**src/rtl/urv_writeback_pkg.sv**
```systemverilog
// Shared constants for the uRV writeback stage: load funct3 codes and FSM states.
package urv_writeback_pkg;

  localparam logic [2:0] FUN_LB  = 3'b000;
  localparam logic [2:0] FUN_LH  = 3'b001;
  localparam logic [2:0] FUN_LW  = 3'b010;
  localparam logic [2:0] FUN_LBU = 3'b100;
  localparam logic [2:0] FUN_LHU = 3'b101;

  typedef enum logic [1:0] {
    WB_IDLE      = 2'd0,
    WB_RESULT    = 2'd1,
    WB_LOAD_WAIT = 2'd2
  } wb_state_t;

endpackage

```
**src/rtl/urv_writeback_load_align.sv**
```systemverilog
// Load data alignment: picks the addressed byte/half out of the memory word and extends it.
module urv_load_align
  import urv_writeback_pkg::*;
(
  input  logic [31:0] raw,
  input  logic [2:0]  fun,
  input  logic [1:0]  addr,
  output logic [31:0] data
);

  logic [7:0]  byte_sel;
  logic [15:0] half_sel;

  always_comb begin
    byte_sel = 8'h00;
    case (addr)
      2'd0: byte_sel = raw[7:0];
      2'd1: byte_sel = raw[15:8];
      2'd2: byte_sel = raw[23:16];
      2'd3: byte_sel = raw[31:24];
      default: byte_sel = raw[7:0];
    endcase
    // addr[0] is don't-care for halves; misaligned accesses never reach here
    half_sel = addr[1] ? raw[31:16] : raw[15:0];
  end

  always_comb begin
    data = raw;
    case (fun)
      FUN_LB:  data = {{24{byte_sel[7]}}, byte_sel};
      FUN_LBU: data = {24'h0, byte_sel};
      FUN_LH:  data = {{16{half_sel[15]}}, half_sel};
      FUN_LHU: data = {16'h0, half_sel};
      FUN_LW:  data = raw;
      default: data = raw;
    endcase
  end

endmodule

```
**src/rtl/urv_writeback.sv**
```systemverilog
// uRV writeback stage: registers execute results, waits on loads, drives RF write/bypass.
// Optional retired-instruction counter enabled by defining KMKZ_WB_INSTRET_EN.
module urv_writeback
  import urv_writeback_pkg::*;
(
  input  logic        clk_i,
  input  logic        rst_i,
  input  logic        x_valid_i,
  input  logic [4:0]  x_rd_i,
  input  logic [31:0] x_rd_value_i,
  input  logic        x_rd_write_i,
  input  logic        x_load_i,
  input  logic [2:0]  x_fun_i,
  input  logic [1:0]  x_dm_addr_i,
  input  logic [31:0] dm_data_l_i,
  input  logic        dm_load_done_i,
  output logic        w_stall_o,
  output logic [4:0]  rf_rd_o,
  output logic [31:0] rf_rd_value_o,
  output logic        rf_rd_store_o,
  output logic        rf_bypass_rd_write_o,
  output logic [31:0] rf_bypass_rd_value_o
`ifdef KMKZ_WB_INSTRET_EN
  ,
  output logic [63:0] w_instret_o
`endif
);

  wb_state_t   state, state_nxt;
  logic [4:0]  rd_q;
  logic [31:0] value_q;
  logic        write_q;
  logic [2:0]  fun_q;
  logic [1:0]  addr_q;
  logic        capture;
  logic [31:0] load_data;

  urv_load_align u_align (
    .raw  (dm_data_l_i),
    .fun  (fun_q),
    .addr (addr_q),
    .data (load_data)
  );

  always_ff @(posedge clk_i or negedge rst_i) begin
    if (!rst_i) begin
      state   <= WB_IDLE;
      rd_q    <= '0;
      value_q <= '0;
      write_q <= 1'b0;
      fun_q   <= '0;
      addr_q  <= '0;
    end else begin
      state <= state_nxt;
      if (capture) begin
        rd_q    <= x_rd_i;
        value_q <= x_rd_value_i;
        write_q <= x_rd_write_i;
        fun_q   <= x_fun_i;
        addr_q  <= x_dm_addr_i;
      end
    end
  end

  always_comb begin
    w_stall_o     = 1'b0;
    rf_rd_store_o = 1'b0;
    rf_rd_value_o = value_q;
    state_nxt     = WB_IDLE;
    case (state)
      WB_RESULT: rf_rd_store_o = write_q && (rd_q != 5'd0);
      WB_LOAD_WAIT: begin
        w_stall_o     = !dm_load_done_i;
        rf_rd_store_o = dm_load_done_i && write_q && (rd_q != 5'd0);
        rf_rd_value_o = load_data;
      end
      default: ;
    endcase
    capture = x_valid_i && !w_stall_o;
    // An outstanding load holds the stage until its data returns
    if (w_stall_o)    state_nxt = WB_LOAD_WAIT;
    else if (capture) state_nxt = x_load_i ? WB_LOAD_WAIT : WB_RESULT;
  end

  assign rf_rd_o              = rd_q;
  assign rf_bypass_rd_write_o = rf_rd_store_o;
  assign rf_bypass_rd_value_o = rf_rd_value_o;

`ifdef KMKZ_WB_INSTRET_EN
  logic retire;
  assign retire = (state == WB_RESULT) || ((state == WB_LOAD_WAIT) && dm_load_done_i);

  always_ff @(posedge clk_i or negedge rst_i) begin
    if (!rst_i)      w_instret_o <= '0;
    else if (retire) w_instret_o <= w_instret_o + 64'd1;
  end
`endif

endmodule

```
**config.mk**
```make
export PLATFORM = sky130hd
export DESIGN_NAME = urv_writeback
export DESIGN_NICKNAME = d
export VERILOG_FILES = /design/src/rtl/urv_writeback_pkg.sv /design/src/rtl/urv_writeback_load_align.sv /design/src/rtl/urv_writeback.sv
export SDC_FILE = /design/constraint.sdc
export NUM_CORES = 1
export LEC_CHECK = 0
export ABC_AREA = 1
export CORE_UTILIZATION = 40
export CTS_BUF_LIST = sky130_fd_sc_hd__clkbuf_16
export CTS_CLUSTER_SIZE = 20
export DETAILED_ROUTE_END_ITERATION = 6
export HOLD_SLACK_MARGIN = 0.12
export PLACE_DENSITY = 0.81
export SYNTH_ARGS = -nofsm -noshare
export SYNTH_HDL_FRONTEND = slang
export SYNTH_SLANG_ARGS = --single-unit
export TNS_END_PERCENT = 50
```
**constraint.sdc**
```tcl
create_clock -name clk_i -period 2.1 [get_ports clk_i]
set_clock_uncertainty 0.1 [all_clocks]
set_input_delay 0.315 -clock clk_i [delete_from_list [all_inputs] [get_ports clk_i]]
set_output_delay 0.315 -clock clk_i [all_outputs]
set_load 0.03 [all_outputs]
```
Yosys cells after proc, flatten, opt, wreduce, memory -nomap -nowiden:

Cells that the tools add are included.

* register bits after elaboration: 45
* output and inout bits: 72
* word-level logic and storage cells: 32

* equal/unequal tests: 8
* muxes and demuxes: 9
* reduce and logical (&&, ||, !) cells: 9

Operators with widths (count)
* $pmux W32 S4: 1
* $mux W32: 1
* $pmux W8 S4: 1
* $mux W16: 1
* $eq A2 B2 Y1 const B: 3
* $eq A3 B3 Y1 const B: 2
* $mux W2: 3
* $reduce_bool A5 Y1: 1
* $eq A2 B1 Y1 const B: 2
* $logic_and A1 B1 Y1: 4
* $eq A3 B1 Y1 const B: 1
* $logic_not A3 Y1: 1
* $logic_not A1 Y1: 2
* $logic_not A2 Y1: 1
* $pmux W1 S2: 1
* $mux W1: 1

Logic depth before layout (Yosys ltp):

* depth after elaboration: 6
* mapped depth: 10
* gate-level depth less buffers: 8

Hierarchy:

From an unflattened synthesis, not the netlist that was laid out.

* cell total of the unflattened synthesis: 512
* area, all modules: 3457.1 um2

Modules (own cells, without submodules)
* urv_writeback: times used 1, cells an instance 342, area each 2533.7 um2, sequential area each 1126.1 um2
* urv_load_align: times used 1, cells an instance 170, area each 923.4 um2, sequential area each 0.0 um2

Worst setup path after synthesis:

Ideal clock, no wire load.

* path kind: reg2out
* start point: reg fun_q[1]
* end point: out rf_rd_value_o[0]
* arrival time: 2005 ps
* data required time: 1685 ps
* setup slack: -320 ps
* stages on the path, launching flop included: 8
* buffers on the path: 2
* cells stage by stage: dfrtp_1 > buf_4 > inv_1 > nand2_1 > nand2_1 > nor2_1 > o21ai_0 > buf_4

* word-level cells in the longest chain between the ends: 3
* elaborated cells on any way between the ends: 6

RTL lines
* start, declared: RTL line urv_writeback.sv:33 `logic [2:0] fun_q;`
* start signal, assigned: RTL line urv_writeback.sv:59 `fun_q <= x_fun_i;`
* $eq A3 B3 Y1, or another cell as far along: RTL line urv_writeback_load_align.sv:29 `case (fun)`
* $pmux W32 S4 *: RTL line urv_writeback_load_align.sv:29
* $mux W32 *: RTL line urv_writeback.sv:70 `case (state)`
* end, declared: RTL line urv_writeback.sv:19 `output logic [31:0] rf_rd_value_o,`

Mark *: on every way between the ends. The rest lies on a longest branch, timed or not.

Worst setup path in the final report:

* start point: reg addr_q[1]
* end point: out rf_bypass_rd_value_o[17]

* word-level cells in the longest chain between the ends: 4
* elaborated cells on any way between the ends: 8

RTL lines
* start, declared: RTL line urv_writeback.sv:34 `logic [1:0] addr_q;`
* start signal, assigned: RTL line urv_writeback.sv:60 `addr_q <= x_dm_addr_i;`
* $eq A2 B2 Y1, or another cell as far along: RTL line urv_writeback_load_align.sv:16 `case (addr)`
* $pmux W8 S4: RTL line urv_writeback_load_align.sv:16
* $pmux W32 S4 *: RTL line urv_writeback_load_align.sv:29
* $mux W32 *: RTL line urv_writeback.sv:70
* end, declared: RTL line urv_writeback.sv:22 `output logic [31:0] rf_bypass_rd_value_o`

Marks and branches as above.

==> results.yml <==
outcome:
  run_status: "finished, violations left"
  violations: "negative setup slack"
clock_tree:
  h-tree-depth: 2
  cts_buffer_depth: 2
  cts_sinks: 45
  clk_latency_ns: 0.28
  cts_tree: "built"
  cts_inserted_buffers: 5
  root_buffer: "clkbuf_16"
  clk_pin_slew_ns: 0.07
floorplanning:
  ios: 152
  initial_core_util: 0.4197
  fp-row-count: 30
  core_region_area_um2: 6907
  die_h_um: 87.13
  die_x_um: 87.13
  die_area_um2: 7592
final_layout:
  final_core_util: 0.7389
  layout.nets: 563
  fin_area_um2: 5104
  area_delta_synth_final_pct: 76.05
  diodes: 0
  final_cell_mix: "82 x clkdlybuf4s50_1, 49 x buf_4, 46 x nand2_1, 45 x nor2_1, 42 x dfrtp_1"
  final_common_cell: "clkdlybuf4s50_1"
  drive_gt1_frac: 0.4658
grt:
  grt_pass1_wl_um: 14750
  grt_use_total: 0.2560
  antenna_found_initial: 0
  grt_pass1_vias: 2994
  grt_max_degree: 32
  overflow: 0
detailed_routing:
  drtIter0Drc: 158
  antenna_left: 0
  via_count: 2946
  wl_per_cell_um: 16.60
  first_pass_iters: 4
  via_per_inst: 5.088
  wl_um: 9613
  drc: 0
setup_path:
  crit_start: "addr_q[1]"
  cp.arrival_ns: 1.76
  crit_path_cell_trace: "inv_2 > nand2_1 > nand2_2 > nand2_2 > nand3_2 > nand2_4 > buf_8 > a21oi_4 > buf_6"
  crit_top_cell: "nand2_2"
  cp_num_buf_inv: 3
  crit_fanout: 6
  ff2ff_path_depth: 8
  critPathLaunchType: "flip-flop"
  max_stage_delay_ns: 0.47
  crit_cells: 9
  crit_family: "flip-flops"
  r2r_start: "state[0]"
  slowest_stage: "dfrtp_2"
  r2r-end: "value_q[16]"
  ff2ff_setup_slack_ns: 0.35
  cp-end-kind: "output pin"
  required_ns: 1.68
  path_class: "flip-flop to output pin"
  cp-endpoint: "rf_bypass_rd_value_o[17]"
synthesis:
  yosysSeqAreaShare: 0.3884
  synth_nets: 428
  synth_top_area_share: 0.3884
  yosysTopAreaCell: "dfrtp_1"
  syn_inst: 347
  synth_area_leaders: "dfrtp_1 39%, mux2_2 11%, buf_4 8.8%"
  synth_warnings: 0
  syn_area_um2: 2899
  syn_avg_cell_area_um2: 8.355
  ys_ff_latch: 45
  yosysUniqueCellTypes: 24
place:
  place_ws_ns: -0.2047
  gp_congestion: 0.8763
  hpwl_um: 6831
  placed_area_um2: 4339
  port_buffers: 151
sta:
  rsz0062_at_grt: "yes"
  slew_viol_final: 0
  timing.hold.ws_ns: 0.4073
  tightest_slew_ns: 0.5258
  finalCritPeriodShare: 1.036
  min_period_ns: 2.175
  tns_ns: -2.840
  setup_ws_ns: -0.07476
  max_clock_freq_mhz: 459.8
  setup_viol: 57
  relSlewSlack: 0.6494
  finalHoldViolCount: 0
power_and_ir_drop:
  vdd.ir_drop.worst_v: 0.0004772
  power.density_nw_per_um2: 811.9
  p_leak_nw: 2.245
min_path:
  worst_hold_path_type: "flip-flop to flip-flop"
flow_run:
  cap_violations: 0
-- Yosys cell counts --
master / instances
nand3_1: 9
dfrtp_1: 45
nand2_1: 57
or2_2: 7
nand2_2: 2
nor2_1: 57
buf_4: 34
inv_1: 12
buf_1: 1
inv_2: 2
nor2_4: 2
clkbuf_2: 1
o211ai_1: 1
o22a_1: 1
ha_1: 1
mux2_4: 10
a21oi_1: 48
buf_2: 5
nor3_1: 2
mux2_1: 1
buf_6: 4
o21ai_0: 12
clkbuf_1: 5
mux2_2: 28
-- final cells by class --
cell class	instances	area [um2]
clock buffers	5	125.1
clock inverters	3	65.06
fillers	522	1803
inverters	14	52.55
multi-input cells	238	1831
flip-flops and latches	45	1130
well taps	96	120.1
repair buffers	178	1780
-- cell families after synthesis --
family / after synthesis / share of synthesized area
multiplexers: 39 / 0.1644
adder cells (fa/ha/maj): 1 / 0.004315
flip-flops: 45 / 0.3884
AO/OA/AOI/OAI: 62 / 0.1092
AND/OR/NAND/NOR: 136 / 0.1938
buffers and inverters: 64 / 0.1398
-- flip-flops by register name, indices dropped and copies added (netlist names) --
signal / cells
addr_q: 2
fun_q: 3
write_q: 1
state: 2
rf_rd_o: 5
value_q: 32
-- report_power, final --
group / switching [mW] / internal [mW] / total, mW
sequential: 0.0837 / 0.984 / 1.07
clock: 0.345 / 0.680 / 1.03
combinational: 1.14 / 0.907 / 2.05
-- metrics by stage --
step	power, mW	instances
floorplan	2.269	347
global placement	2.800	561
detailed placement	2.832	561
CTS	4.044	576
global route	4.320	579
finish	4.144	579
-- worst min path at each step --
stage / cells past startpoint / startpoint / endpoint
after floorplan: 0 / rst_i / addr_q[0]
after global placement: 1 / rst_i / value_q[4]
after detailed placement: 1 / rst_i / value_q[4]
after CTS: 1 / value_q[28] / value_q[28]
after global routing: 1 / value_q[28] / value_q[28]
final: 1 / value_q[28] / value_q[28]
-- metal layers --
| layer | vias to the layer above | track usage | wire [um] | share of wire |
|---|---|---|---|---|
| met3 | 12 | 0.06635 | 667 | 0.069 |
| met5 | - | 0 | 0 | 0 |
| met1 | 1438 | 0.2980 | 3797 | 0.39 |
| li1 | 1374 | - | - | - |
| met2 | 122 | 0.4674 | 5038 | 0.52 |
| met4 | 0 | 0.06408 | 109 | 0.011 |
-- timing repair --
| item | CTS | global route |
|---|---|---|
| buffers inserted | 5 | 3 |
| pin swaps | 14 | 17 |
| endpoints found under the setup margin | 64 | 64 |
| hold endpoints to repair | 19 | 0 |
| gates cloned | 1 | 0 |
| hold buffers | 1 | 0 |
| gates resized for setup | 83 | 46 |
Power figures use the tool's default switching activity.
